File: src/rtl/minv_io_ctrl.sv
// Host-side sequencer for the MINV_modify core: streams a/p in, fires, waits for ready, unloads x1/x2.
// Optional WAIT-state watchdog enabled by defining MINV_TIMEOUT_EN.
module minv_io_ctrl #(
    parameter int DW        = 16,
    parameter int NW        = 16,
    parameter int TO_CYCLES = 65536
) (
    input  logic             clk,
    input  logic             rst,
    input  logic             start,
    input  logic [DW*NW-1:0] a_in,
    input  logic [DW*NW-1:0] p_in,
    output logic             busy,
    output logic [DW-1:0]    datain,
    output logic             loada,
    output logic             loadp,
    output logic             minv_en,
    input  logic             minv_rdy,
    input  logic             minv_flag,
    input  logic [DW-1:0]    regx1out,
    input  logic [DW-1:0]    regx2out,
    output logic             outx1,
    output logic             outx2,
    output logic [DW*NW-1:0] x1_res,
    output logic [DW*NW-1:0] x2_res,
    output logic             flag_res,
    output logic             done,
    output logic             timeout
);

    localparam int W  = DW * NW;
    localparam int CW = (NW > 1) ? $clog2(NW) : 1;
    localparam logic [CW-1:0] LAST = CW'(NW - 1);

    typedef enum logic [2:0] {
        S_IDLE, S_LOADA, S_LOADP, S_FIRE, S_WAIT, S_UNLD, S_DRAIN, S_DONE
    } state_t;

    state_t                 state;
    logic [CW-1:0]          cnt;
    logic [CW-1:0]          cnt_nx;
    logic [NW-1:0][DW-1:0]  a_reg;
    logic [NW-1:0][DW-1:0]  p_reg;

    assign cnt_nx = cnt + 1'b1;

`ifdef MINV_TIMEOUT_EN
    localparam int TW = $clog2(TO_CYCLES + 1);
    logic [TW-1:0] wcnt;
`else
    assign timeout = 1'b0;
`endif

    // Outputs are registered alongside the state, so they always describe the current state.
    always_ff @(posedge clk or posedge rst) begin
        if (rst) begin
            state    <= S_IDLE;
            cnt      <= '0;
            a_reg    <= '0;
            p_reg    <= '0;
            busy     <= 1'b0;
            datain   <= '0;
            loada    <= 1'b0;
            loadp    <= 1'b0;
            minv_en  <= 1'b0;
            outx1    <= 1'b0;
            outx2    <= 1'b0;
            x1_res   <= '0;
            x2_res   <= '0;
            flag_res <= 1'b0;
            done     <= 1'b0;
`ifdef MINV_TIMEOUT_EN
            wcnt     <= '0;
            timeout  <= 1'b0;
`endif
        end else begin
            done    <= 1'b0;
            minv_en <= 1'b0;
            case (state)
                S_IDLE: begin
                    if (start) begin
                        state    <= S_LOADA;
                        busy     <= 1'b1;
                        a_reg    <= a_in;
                        p_reg    <= p_in;
                        cnt      <= '0;
                        loada    <= 1'b1;
                        datain   <= a_in[DW-1:0];
                        x1_res   <= '0;
                        x2_res   <= '0;
                        flag_res <= 1'b0;
                    end
                end
                S_LOADA: begin
                    if (cnt == LAST) begin
                        cnt    <= '0;
                        loada  <= 1'b0;
                        loadp  <= 1'b1;
                        datain <= p_reg[0];
                        state  <= S_LOADP;
                    end else begin
                        cnt    <= cnt_nx;
                        datain <= a_reg[cnt_nx];
                    end
                end
                S_LOADP: begin
                    if (cnt == LAST) begin
                        cnt     <= '0;
                        loadp   <= 1'b0;
                        minv_en <= 1'b1;
                        datain  <= '0;
                        state   <= S_FIRE;
                    end else begin
                        cnt    <= cnt_nx;
                        datain <= p_reg[cnt_nx];
                    end
                end
                S_FIRE: begin
`ifdef MINV_TIMEOUT_EN
                    wcnt <= '0;
`endif
                    state <= S_WAIT;
                end
                S_WAIT: begin
`ifdef MINV_TIMEOUT_EN
                    // The pulse cycle is the last WAIT cycle; it wins over a coincident ready.
                    if (timeout) begin
                        timeout <= 1'b0;
                        busy    <= 1'b0;
                        state   <= S_IDLE;
                    end else if (minv_rdy) begin
                        flag_res <= minv_flag;
                        cnt      <= '0;
                        outx1    <= 1'b1;
                        outx2    <= 1'b1;
                        state    <= S_UNLD;
                    end else begin
                        wcnt <= wcnt + 1'b1;
                        if (wcnt == TW'(TO_CYCLES - 2))
                            timeout <= 1'b1;
                    end
`else
                    if (minv_rdy) begin
                        flag_res <= minv_flag;
                        cnt      <= '0;
                        outx1    <= 1'b1;
                        outx2    <= 1'b1;
                        state    <= S_UNLD;
                    end
`endif
                end
                S_UNLD: begin
                    // Read data trails the enable by one cycle, so cycle 0 has nothing to capture.
                    if (cnt != '0) begin
                        x1_res <= {regx1out, x1_res[W-1:DW]};
                        x2_res <= {regx2out, x2_res[W-1:DW]};
                    end
                    if (cnt == LAST) begin
                        outx1 <= 1'b0;
                        outx2 <= 1'b0;
                        state <= S_DRAIN;
                    end else begin
                        cnt <= cnt_nx;
                    end
                end
                S_DRAIN: begin
                    x1_res <= {regx1out, x1_res[W-1:DW]};
                    x2_res <= {regx2out, x2_res[W-1:DW]};
                    done   <= 1'b1;
                    state  <= S_DONE;
                end
                S_DONE: begin
                    busy  <= 1'b0;
                    state <= S_IDLE;
                end
                default: begin
                    busy  <= 1'b0;
                    state <= S_IDLE;
                end
            endcase
        end
    end

endmodule

File: config.mk
export PLATFORM = sky130hd
export DESIGN_NAME = minv_io_ctrl
export DESIGN_NICKNAME = d
export VERILOG_FILES = /design/src/rtl/minv_io_ctrl.sv
export SDC_FILE = /design/constraint.sdc
export NUM_CORES = 2
export LEC_CHECK = 0
export ABC_CLOCK_PERIOD_IN_PS = 39200
export BUFFER_PORTS_ARGS = -buffer_cell sky130_fd_sc_hd__buf_2
export CAP_MARGIN = 10
export CORE_AREA = 3 3 427 429
export CTS_CLUSTER_DIAMETER = 200
export DETAILED_ROUTE_END_ITERATION = 8
export DIE_AREA = 0 0 430 432
export REMOVE_ABC_BUFFERS = 1
export SLEW_MARGIN = 20
export SYNTH_ARGS = -nofsm -noshare
export SYNTH_HDL_FRONTEND = slang
export SYNTH_SLANG_ARGS = --single-unit
File: constraint.sdc
create_clock -name clk -period 39.2 [get_ports clk]
set_input_delay 5.88 -clock clk [delete_from_list [all_inputs] [get_ports clk]]
set_output_delay 5.88 -clock clk [all_outputs]
set_load 0.01 [all_outputs]
# Yosys cells after proc, flatten, opt, wreduce, memory -nomap -nowiden
# Index checks and enable logic that the tools add are counted.
# word_totals
out_inout_bits	537
word_cells	120
reg_bits	1054
inputBits	549
# classes
add_sub_neg	1
n_reduce_logical	21
n_mux	38
n_lt_le_gt_ge	1
n_eq_ne	15
# op_table
cell	n
256-bit case mux with 3 select lines	2
256-bit two-way mux	3
16-bit binary-select mux with 4-bit select	2
16-bit two-way mux	5
16-bit case mux with 3 select lines	1
3-bit case mux with 8 select lines	1
4-bit two-way mux	4
4-bit case mux with 4 select lines	1
3-bit two-way mux	5
3-bit AND reduction	5
2-bit inequality test (second input constant)	7
3-bit equality test (second input constant)	4
1-bit case mux with 2 select lines	5
2-bit nonzero test	5
1-bit two-way mux	9
4-bit nonzero test	2
3-bit by 2-bit equality test with 1-bit output (second input constant)	2
2-bit AND reduction	3
3-bit nonzero test	2
4-bit by 5-bit less-than comparator with 1-bit output (second input constant)	1
5-bit AND reduction	1
4-bit by 1-bit adder with 4-bit output (second input constant)	1
4-bit equality test (second input constant)	1
4-bit AND reduction	1
other kinds (3)	3

# Depth between registers and ports, before layout
# depth
ltp_word	5
mapped_depth	12
ltp_nobuf	7

# Least setup slack after synthesis
# OpenSTA, ideal clock, no wires.
# synth_path
path_kind	input to register
start	input start
end	register x1_res[246]
setup_slack_ps	32181
cell_stages	8
arrival_time_ps	6953
setup_time_ps	66
path_buffers	3
required_ps	39134
path_cell_list	nand2b_1 or2_1 buf_2 o21ai_2 buf_2 buf_2 nand3_1 nand2_1
# synth_via
elab_chain_len	2
# synth_rtl
element	line_no	text
start, declared	10	input logic start,
2-bit inequality test (no line)	n/a	
3-bit AND reduction (no line)	n/a	
end signal, assigned	155	x1_res <= {regx1out, x1_res[W-1:DW]};
end signal, assigned	167	x1_res <= {regx1out, x1_res[W-1:DW]};
end, declared	24	output logic [DW*NW-1:0] x1_res,
# No other way between the ends.
# A chain may end at the register's enable or synchronous reset.

# Worst setup path after layout
# layout_path
start	input start
end	register p_reg[23] in the netlist's numbering
# layout_via
elab_chain_len	1
# layout_rtl
element	line_no	text
2-bit AND reduction (no line)	n/a	
end signal, assigned	85	p_reg <= p_in;
end, declared	43	logic [NW-1:0][DW-1:0] p_reg;
# No other way between the ends.

==> impl_metrics.py <==
metrics = {
    "synthesis": {
        "yosys.area_share.simple_pct": 28.2,
        "ys_warn_count": 0,
        "muxShareOfSynthArea_pct": 7.61,
        "synthTopCellsByCount": "nand2_1 (2602), dfrtp_1 (1054), nand3_1 (514)",
        "synth_area_um2": 44700,
        "async_flop_share_pct": 100,
        "syn_avg_cell_area_um2": 9.16,
        "yosys.area.top_type": "dfrtp_1",
        "synth_xor_area_share_pct": 0.0923,
        "ys.flop_type": "dfrtp_1",
        "synthAdderAreaFrac_pct": 0.168,
        "yosysUniqueCellTypes": 40,
        "synthCells": 4883,
        "synth_top_family_by_area": "simple AND/OR/NAND/NOR gates",
        "yosysMostFrequentCell": "nand2_1",
        "ys_seq_area_share_pct": 59.0,
        "ys_ff_latch": 1054,
        "synth_edf_count": 0,
        "yosys.area.top_type_share_pct": 59.0,
        "synth_compound_area_share_pct": 1.59,
        "synthTopCellsByArea": "dfrtp_1 (59%), nand2_1 (22%), mux4_2 (6.4%), nand3_1 (5.7%), clkbuf_1 (1.4%)",
    },
    "power": {
        "seqPwrFrac_pct": 38.8,
        "leakage_nw": 31.2,
        "finalPower_mw": 3.98,
        "power_frac_comb_pct": 34.2,
        "p_clk_share_pct": 27.0,
        "switching_share_pct": 38.4,
        "power.switching_mw": 1.53,
        "power_density_nw_per_um2": 71.1,
        "internal-power_mw": 2.45,
        "ir_worst_vdd_v": 0.000133,
    },
    "layout": {
        "final_area_um2": 56000,
        "final_nets": 6355,
        "drive_gt1_share_pct": 24.8,
        "utilization_pct": 31.3,
        "syn2layout_area_growth_pct": 25.1,
        "fin_cells": 8273,
    },
    "worst_setup_path": {
        "worstRegToRegCells": 11,
        "r2r_slack_ns": 32.65,
        "crit_top_cell": "buf_4",
        "path_depth": 10,
        "crit_path_start_kind": "input port",
        "crit_arrival_ns": 11.64,
        "r2r-end": "p_reg[23]$_DFFE_PP0P_",
        "worstPathRequired_ns": 39.85,
        "slowest_delay_ns": 0.89,
        "critPathTopFamily": "buffers and inverters",
        "r2r_start": "state[0]$_DFFE_PP0P_",
        "cp_max_fo": 103,
        "path_class": "in2reg",
        "cp-end-kind": "flop",
        "slowest_stage": "buf_4",
        "cp_num_buf_inv": 6,
        "cp_cell_sequence": "buf_2, nand2b_1, or2_4, buf_4, buf_4, buf_4, buf_4, buf_4, nand2_1, nand2_1",
    },
    "timing": {
        "fin_setup_tns_ns": 0,
        "max-slew-margin-rel_pct": 22.0,
        "worst_slew_pin_slew_ns": 1.17,
        "fin_crit_sh_pct": 28.0,
        "period_minus_slack_ns": 10.99,
        "fmax_ghz": 0.0910,
        "holdWs_ns": 0.456,
        "final_max_slew_viol_count": 0,
        "fin_ws_ns": 28.21,
        "rsz0062_at_grt": "no",
        "clock_skew_ns": 0.0518,
        "finalHoldViolCount": 0,
        "setup_viol": 0,
    },
    "route": {
        "drcViolationCount": 0,
        "post_drt_wl_per_cell_um": 21.0,
        "viasPerCell": 4.69,
        "dr.first_iter.drc_count": 3693,
        "wl_um": 173000,
        "drtPass1Iterations": 6,
        "ant_nets": 0,
        "vias": 38777,
    },
    "global_route": {
        "grt-ovfl-total": 0,
        "grtUsageTotal_pct": 17.9,
        "grt_pass1_vias": 37298,
        "antenna_found_initial": 48,
        "grt_pass1_wl_um": 251000,
        "grt_max_degree": 211,
    },
    "min_path": {
        "hold_depth": 2,
        "hp-start": "x2_res[9]$_DFFE_PP0P_",
        "hp-class": "reg2reg",
        "whs_endpoint": "x2_res[9]$_DFFE_PP0P_",
    },
    "floorplan": {
        "ios": 1086,
        "die_h_um": 432,
        "rows": 155,
        "die-area_um2": 186000,
        "fp.dieW_um": 430,
        "start_util_pct": 25.0,
        "core_um2": 179000,
    },
    "clock_tree": {
        "hold_buffers": 0,
        "clock_latency_ns": 0.76,
        "cts_made_buffers": 116,
        "cts_sinks": 1054,
        "clock-root-buffer": "clkbuf_16",
        "cts_setup_buffers": 0,
        "clkTransAtPathRegs_ns": 0.06,
        "htree_num_levels": 3,
        "cts.path.max_buffers": 3,
        "cts_tree": "built",
        "post_cts_resized": 0,
    },
    "placed_design": {
        "dp.final_hpwl_um": 126000,
        "numPortBuffers": 1084,
        "gp_congestion": 0.931,
        "placed_cell_area_um2": 52200,
        "placedCellCount": 8037,
        "preCtsSetupSlack_ns": 27.61,
    },
    "outcome": {
        "outcome": "finished clean",
    },
    "run": {
        "cap_violations": 0,
    },
}
[layer usage]
metal  track usage (%)  wire length [um]  up-vias
met3              3.96             12000      370
met2              27.7             81300     1547
li1                  -                 -    17520
met5                 0                42        -
met1              23.8             71700    19334
met4              8.87              8460        6
[layout by cell type (no fill, tap or decap), drive strengths merged, types with 6 or more instances in the layout]
master and n:
nand2 2602, buf 1135, dfrtp 1054, nand3 515, clkbuf 166, mux4 128, mux2i 50, a21oi 49
nor2 43, diode 34, o21ai 28, clkinv 26, o22ai 17, o31a 16, inv 14, ha 6
[worst min-delay path: cells and delay by family, from the launching register on]
| kind | cells | cell delay [ns] |
|---|---|---|
| flops | 1 | 0.33 |
| simple gates | 2 | 0.09 |
[final cells by class]
| type | instances | area [um^2] |
|---|---|---|
| inverters | 9 | 41.3 |
| diodes | 34 | 85.1 |
| fillers | 18761 | 123000 |
| flip-flops and latches | 1054 | 26400 |
| repair buffers | 1135 | 5900 |
| well taps | 2355 | 2950 |
| clock buffers | 166 | 3330 |
| multi-input cells | 3484 | 16900 |
| clock inverters | 36 | 349 |
[worst max-delay path by stage]
stage / startpoint / endpoint / slack [ns]
CTS: start / p_reg[227]$_DFFE_PP0P_ / 28.45
floorplan: start / x1_res[0]$_DFFE_PP0P_ / -21.78
global route: start / a_reg[163]$_DFFE_PP0P_ / 27.83
detailed placement: start / p_reg[227]$_DFFE_PP0P_ / 27.61
global placement: start / p_reg[3]$_DFFE_PP0P_ / 27.73
finish: start / p_reg[23]$_DFFE_PP0P_ / 28.21
[power groups by stage]
stage                     clock [mW]  combinational [mW]  sequential (mW)
final                           1.07                1.36             1.54
after global routing            1.14                1.49             1.57
after CTS                       1.10                1.37             1.54
after detailed placement           0                1.36             1.55
after global placement             0                1.34             1.54
after floorplan                    0                1.02             1.53
[cell families after synthesis]
group,Yosys count
AO/OA/AOI/OAI,119
XOR/XNOR,3
flip-flops,1054
AND/OR/NAND/NOR,3175
multiplexers,180
buffers and inverters,345
other,1
adder cells (fa/ha/maj),6
(Power assumes the default switching activity.)
